`config.mk`:
```
export PLATFORM = sky130hd
export DESIGN_NAME = rf_port_arbiter
export DESIGN_NICKNAME = d
export VERILOG_FILES = /design/src/rtl/rf_port_arbiter.sv
export SDC_FILE = /design/constraint.sdc
export NUM_CORES = 1
export LEC_CHECK = 0
export ABC_CLOCK_PERIOD_IN_PS = 1700
export CAP_MARGIN = 30
export CORE_ASPECT_RATIO = 1.5
export CORE_MARGIN = 2
export CORE_UTILIZATION = 35
export DETAILED_ROUTE_END_ITERATION = 16
export DONT_BUFFER_PORTS = 1
export SLEW_MARGIN = 15
export SYNTH_ARGS = -nofsm -noshare
export SYNTH_HDL_FRONTEND = slang
export SYNTH_SLANG_ARGS = --single-unit
```
`constraint.sdc`:
```
create_clock -name clk -period 1.7 [get_ports clk]
set_input_delay 0.17 -clock clk [delete_from_list [all_inputs] [get_ports clk]]
set_output_delay 0.17 -clock clk [all_outputs]
set_load 0.02 [all_outputs]
```
`src/rtl/rf_port_arbiter.sv`:
```
// Two-client register-file port arbiter.
// Clients A and B share one register-file port. One command is in flight at a
// time, and the IDLE -> ISSUE (-> RESP) -> IDLE sequence carries it.
// Handshake: while the FSM is in IDLE, a client's gnt is a combinational
// single-cycle pulse. In that cycle the command (wr/addr/wdata) is latched.
// After gnt the client may drop req or change its command inputs without
// affecting the accepted command. For a read, the owner's rvalid pulses for
// exactly one cycle, and its rdata then holds until that client's next read.
module rf_port_arbiter #(
  parameter int DATA_W = 16,
  parameter int ADDR_W = 3
) (
  input  logic              clk,
  input  logic              reset_n,
  input  logic              a_req,
  input  logic              a_wr,
  input  logic [ADDR_W-1:0] a_addr,
  input  logic [DATA_W-1:0] a_wdata,
  output logic              a_gnt,
  output logic              a_rvalid,
  output logic [DATA_W-1:0] a_rdata,
  input  logic              b_req,
  input  logic              b_wr,
  input  logic [ADDR_W-1:0] b_addr,
  input  logic [DATA_W-1:0] b_wdata,
  output logic              b_gnt,
  output logic              b_rvalid,
  output logic [DATA_W-1:0] b_rdata,
  output logic [ADDR_W-1:0] rf_writenum,
  output logic [ADDR_W-1:0] rf_readnum,
  output logic              rf_write,
  output logic [DATA_W-1:0] rf_data_in,
  input  logic [DATA_W-1:0] rf_data_out,
  output logic [1:0]        o_dbg_state
);

  typedef enum logic [1:0] {
    IDLE  = 2'd0,
    ISSUE = 2'd1,
    RESP  = 2'd2
  } state_t;

  state_t              r_state;
  state_t              w_next_state;
  logic                w_gnt_a;
  logic                w_gnt_b;
  logic                r_prio_b;   // 1: B wins the next tie, 0: A wins
  logic                r_cmd_wr;
  logic                r_owner_b;
  logic [ADDR_W-1:0]   r_writenum;
  logic [ADDR_W-1:0]   r_readnum;
  logic [DATA_W-1:0]   r_data_in;
  logic [DATA_W-1:0]   r_a_rdata;
  logic [DATA_W-1:0]   r_b_rdata;

  // Next-state and grant decode; grants only exist in IDLE.
  always_comb begin
    w_next_state = r_state;
    w_gnt_a      = 1'b0;
    w_gnt_b      = 1'b0;
    case (r_state)
      IDLE: begin
        if (a_req || b_req) begin
          w_gnt_a      = a_req && (!b_req || !r_prio_b);
          w_gnt_b      = b_req && !w_gnt_a;
          w_next_state = ISSUE;
        end
      end
      ISSUE:   w_next_state = r_cmd_wr ? IDLE : RESP;
      RESP:    w_next_state = IDLE;
      default: w_next_state = IDLE;
    endcase
  end

  // State register; reset aborts any in-flight command.
  always_ff @(posedge clk or negedge reset_n) begin
    if (!reset_n) r_state <= IDLE;
    else          r_state <= w_next_state;
  end

  // Latch the winner's command and flip round-robin priority on each grant.
  always_ff @(posedge clk or negedge reset_n) begin
    if (!reset_n) begin
      r_prio_b   <= 1'b0;
      r_cmd_wr   <= 1'b0;
      r_owner_b  <= 1'b0;
      r_writenum <= '0;
      r_readnum  <= '0;
      r_data_in  <= '0;
    end else if (w_gnt_a) begin
      r_prio_b   <= 1'b1;
      r_cmd_wr   <= a_wr;
      r_owner_b  <= 1'b0;
      r_writenum <= a_addr;
      r_readnum  <= a_addr;
      r_data_in  <= a_wdata;
    end else if (w_gnt_b) begin
      r_prio_b   <= 1'b0;
      r_cmd_wr   <= b_wr;
      r_owner_b  <= 1'b1;
      r_writenum <= b_addr;
      r_readnum  <= b_addr;
      r_data_in  <= b_wdata;
    end
  end

  // Capture read data into the owner's holding register at the end of ISSUE.
  always_ff @(posedge clk or negedge reset_n) begin
    if (!reset_n) begin
      r_a_rdata <= '0;
      r_b_rdata <= '0;
    end else if (r_state == ISSUE && !r_cmd_wr) begin
      if (r_owner_b) r_b_rdata <= rf_data_out;
      else           r_a_rdata <= rf_data_out;
    end
  end

  assign a_gnt       = w_gnt_a;
  assign b_gnt       = w_gnt_b;
  assign rf_write    = (r_state == ISSUE) && r_cmd_wr;
  assign a_rvalid    = (r_state == RESP) && !r_cmd_wr && !r_owner_b;
  assign b_rvalid    = (r_state == RESP) && !r_cmd_wr && r_owner_b;
  assign a_rdata     = r_a_rdata;
  assign b_rdata     = r_b_rdata;
  assign rf_writenum = r_writenum;
  assign rf_readnum  = r_readnum;
  assign rf_data_in  = r_data_in;
  assign o_dbg_state = r_state;

endmodule

```
[Yosys cells after proc, flatten, opt, wreduce, memory -nomap -nowiden]
Index checks and enable logic that the tools add are counted.
Storage, ports and cells
  register bits: 56
  output and inout port bits: 61
  logic and storage cells: 47
Operators by class
  equal/unequal tests: 3
  muxes and demuxes: 17
  bitwise operators: 1
  reductions and logical operators: 18
Operators by type and width (number)
  $mux 16: 2
  $mux 1: 10
  $logic_and 1x1->1: 7
  $mux 3: 2
  $logic_not 1->1: 5
  $mux 2: 2
  $pmux 2 s2: 1
  $reduce_and 2->1: 2
  $eq 2x1->1 const B: 1
  $eq 2x2->1 const B: 1
  $logic_not 2->1: 1
  $logic_or 1x1->1: 2
  $ne 2x2->1 const B: 1
  $reduce_bool 2->1: 1
  $not 1->1: 1

[Logic depth before layout (Yosys ltp)]
  depth after elaboration: 9
  depth in mapped cells: 5
  depth with buffers taken out: 4

[Worst setup path before layout]
OpenSTA, ideal clock, no wires.
  path type: register to register
  start: register r_state[0], in the netlist o_dbg_state[0]
  end: register r_b_rdata[10], in the netlist b_rdata[10]
  setup time: 127 ps
  data arrival time: 1455 ps
  slack: 117 ps
  stages on the path, launching flop included: 6
  clock period less this slack: 1583 ps
  path through: dfrtp_1 nor3b_2 and2_1 buf_6 buf_6 mux2_1
On the way
  longest elaborated chain between the ends: 3
Ends and longest elaborated chain
  start: declaration: RTL line 43  | state_t r_state;
  start signal: assignment: RTL line 78  | else r_state <= w_next_state;
  $eq 2x1->1: RTL line 112  | end else if (r_state == ISSUE && !r_cmd_wr) begin
  $logic_and 1x1->1: RTL line 112
  $reduce_and 2->1 (no line)
  end signal: assignment: RTL line 113  | if (r_owner_b) r_b_rdata <= rf_data_out;
  end: declaration: RTL line 54  | logic [DATA_W-1:0] r_b_rdata;
Every way passes these cells.
A chain may end at the register's enable or synchronous reset.

[Final worst setup path]
  start: register r_state[1], in the netlist o_dbg_state[1]
  end: output port a_gnt
On the way
  longest elaborated chain between the ends: 2
Ends and longest elaborated chain
  $logic_not 2->1: RTL line 61  | case (r_state)
  $mux 1: RTL line 61
  end: declaration: RTL line 19  | output logic a_gnt,
Every way passes these cells.

==> metrics.md <==
| Metric | Value |
|---|---|
| WP buf/inv | 3 |
| Clk sinks | 56 |
| Global-route wire length before repair | 8859 um |
| Tmin final | 1.578 ns |
| Setup Skew | roughly 0.0045 ns |
| Synthesized instance count | 189 |
| DR vias | ~1700 |
| Crit path depth | 5 |
| Commonest non-fill, non-tap cell in the layout | dfrtp_1 |
| Antenna violations before repair | 1 |
| Max H-tree Level | 2 |
| Placed cells | 286 |
| Pwr dens | 2085 nW/um^2 |
| DRC | 0 |
| Max Freq | 633.9 MHz |
| CP Launch Point | o_dbg_state[1]$_DFFE_PN0P_ |
| WL per Instance | around 18 um |
| Clock Latency Late Sink | ~0.3 ns |
| CTS root buffer | clkbuf_8 |
| 1st-pass router iterations | 4 |
| I/O pins | 121 |
| CP max FO | 13 |
| Post-DRT Antenna Nets | 0 |
| Largest net degree at the start of global routing | 57 |
| Setup violators final | 0 |
| Min Hold Slack | 0.01043 ns |
| GRT Resource Usage Total | 14.33% |
| Row cnt | 38 |
| CP Launch Type | register |
| Bufs on Longest Clock Path | 2 |
| GP Congestion | 0.7038 |
| Share of cells above drive strength 1 | 19.63% |
| Die Width | 73.93 um |
| Worst hold path class | input port to register |
| Post-Route WL | 5795 um |
| Top-area cell type share of the netlist area | 54.58% |
| R2R cell count | 5 |
| Hold Violations, Final | 0 |
| Yosys reg bits | 56 |
| Syn Area/Cell | 13.58 sq um |
| Post-CTS Setup Repair Bufs | 0 |
| Most frequent cells in the layout | dfrtp_1, mux2_1, nor3b_1, and4_1, a221o_1 |
| Req. time, crit path | 1.53 ns |
| Setup TNS Final | 0 ns |
| Die area | roughly 8100 sq um |
| Worst Max-Slew Pin Slew | between 0.8 and 0.9 ns |
| Ys Warns | 0 |
| Core footprint | 7179 sq um |
| Die height | roughly 110 um |
| Fin. max-slew vios | 0 |
| Multi-input logic area | about 1000 sq um |
| Reg2Reg Setup Slack | 0.15 ns |
| Max cap viols | 0 |
| Fin util | 43.05% |
| Vias in the first global route | ~1800 |
| Initial DRC count | 62 |
| CP delay by family, top | flip-flops |
| Status | finished, final reports clean |
| Leakage | 1.307 nW |
| Tcrit/Tclk final | 92.80% |
| Clock buffer count from CTS | 5 |
| FILL cells | ~660 |
| Crit end category | output pin |
| Synth cell types | 25 |
| Register area share after synthesis | 54.58% |
| Worst r2r dst | rf_data_in[4]$_DFFE_PN0P_ |
| Critical Path AT | 1.41 ns |
| Top cell type by total area after synthesis | dfrtp_1 |
| Slowest stage cell on the critical path | dfrtp_1 |
| Relative slew margins | 40.82% |
| RSZ-0062 raised after global routing | false |
| Initial Utilization | ~36% |
| Dpl hpwl | ~4000 um |
| Synth area leaders | dfrtp_1, mux2_1, a221o_1 |
| Worst-case vdd ir drop | 945.4 uV |
| Area growth syn-to-layout | 20.37% |
| DR vias/cell | 5.349 |
| CP cell instances | nor2_4 -> nand3_1 -> buf_6 -> inv_2 -> buf_4 |
| Gr ovfl total | 0 |
| Kind of critical path | register to output pin |
| CTS tree | built |
| Register clock-pin slew on the reported worst setup and hold paths | ~0.10 ns |
| Non-Filler Instances | 315 |
| Reg area | 1401 sq um |
| Crit path capture | a_gnt |
| Reg-to-reg startpoint | o_dbg_state[1]$_DFFE_PN0P_ |
| Synthesized area | roughly 2600 sq um |
| Syn_nets | 249 |
| Total Nets Final | 273 |
| Slowest Stage Delay on Critical Path | 0.44 ns |
| Port bufs | 0 |
-- cells by family (layout without fill, tap and decap cells) --
logic type      count (synthesis)  after routing  synth area share [%]
buf+inv                        24             49                 5.312
compound gates                 24             24                 8.577
flops                          56             56                 54.58
simple gates                   53             53                 16.03
mux                            32             32                 15.50
other cells                     0              1                     0
-- registers in the layout, summed over array words and instances, names as in the netlist --
name / flops
rf_readnum: 3
r_prio_b: 1
r_owner_b: 1
b_rdata: 16
o_dbg_state: 2
r_cmd_wr: 1
a_rdata: 16
rf_data_in: 16
-- cell usage after synthesis --
master / instances
a221o_1: 20
and2b_1: 1
nor4bb_1: 1
and2_1: 1
nor3b_2: 1
dfrtp_1: 56
nor2_2: 1
and4_1: 20
clkbuf_1: 14
buf_4: 4
nand2_1: 2
buf_12: 1
and3b_1: 1
nor4b_1: 1
o21ai_1: 2
nor3b_1: 20
or2_1: 1
nor2_1: 2
buf_6: 2
mux2_4: 10
a21oi_1: 2
inv_1: 1
nand3_1: 1
inv_2: 2
mux2_1: 22
-- worst min-delay path by stage --
stage / slack [ns] / depth (start not counted) / endpoint / startpoint
after floorplan: -0.13 / 0 / a_rdata[0]$_DFFE_PN0P_ / reset_n
after global placement: -0.12 / 0 / a_rdata[0]$_DFFE_PN0P_ / reset_n
after detailed placement: -0.12 / 0 / b_rdata[0]$_DFFE_PN0P_ / reset_n
after CTS: 0.004 / 1 / a_rdata[3]$_DFFE_PN0P_ / rf_data_out[3]
after global routing: 0.0004 / 1 / a_rdata[0]$_DFFE_PN0P_ / rf_data_out[0]
final: 0.01 / 1 / a_rdata[3]$_DFFE_PN0P_ / rf_data_out[3]
-- power by group --
group	total [mW]	internal, mW	switching [mW]	leakage [nW]
clock	0.938	0.520	0.418	0.0645
combinational	2.15	1.17	0.982	0.574
sequential	3.36	2.02	1.34	0.669
total	6.44	3.71	2.74	1.31
-- final cells by class --
| class | count | share of cell area, % |
|---|---|---|
| Antenna cell | 1 | 0.08097 |
| Clock buffer | 7 | 3.117 |
| Clock inverter | 1 | 0.9717 |
| Inverter | 3 | 0.3644 |
| Multi-Input combinational cell | 109 | 33.60 |
| Sequential cell | 56 | 45.34 |
| Tap cell | 100 | 4.049 |
| Timing Repair Buffer | 38 | 12.47 |
-- metal layers --
metal	GRT usage, %	wire length, um
met1	16.35	2210
met2	24.62	2911
met3	5.360	616
met4	4.156	57
met5	0	0
-- what timing repair did --
| action | CTS | global route |
|---|---|---|
| hold endpoints to repair | 84 | 2 |
| resized for setup | 0 | 3 |
| hold buffers | 18 | 2 |
| setup endpoints to repair | 0 | 2 |
-- stage by stage --
step	area (sq um)	setup WS, ns	total power [mW]
5_1_grt	3090	0.006481	6.880
3_5_place_dp	2731	0.2156	5.468
4_1_cts	3055	0.05185	6.488
3_3_place_gp	2731	0.2400	5.421
2_1_floorplan	2567	0.1171	4.904
6_report	3090	0.1224	6.443
Note: power is estimated with default switching activity, not from simulation.
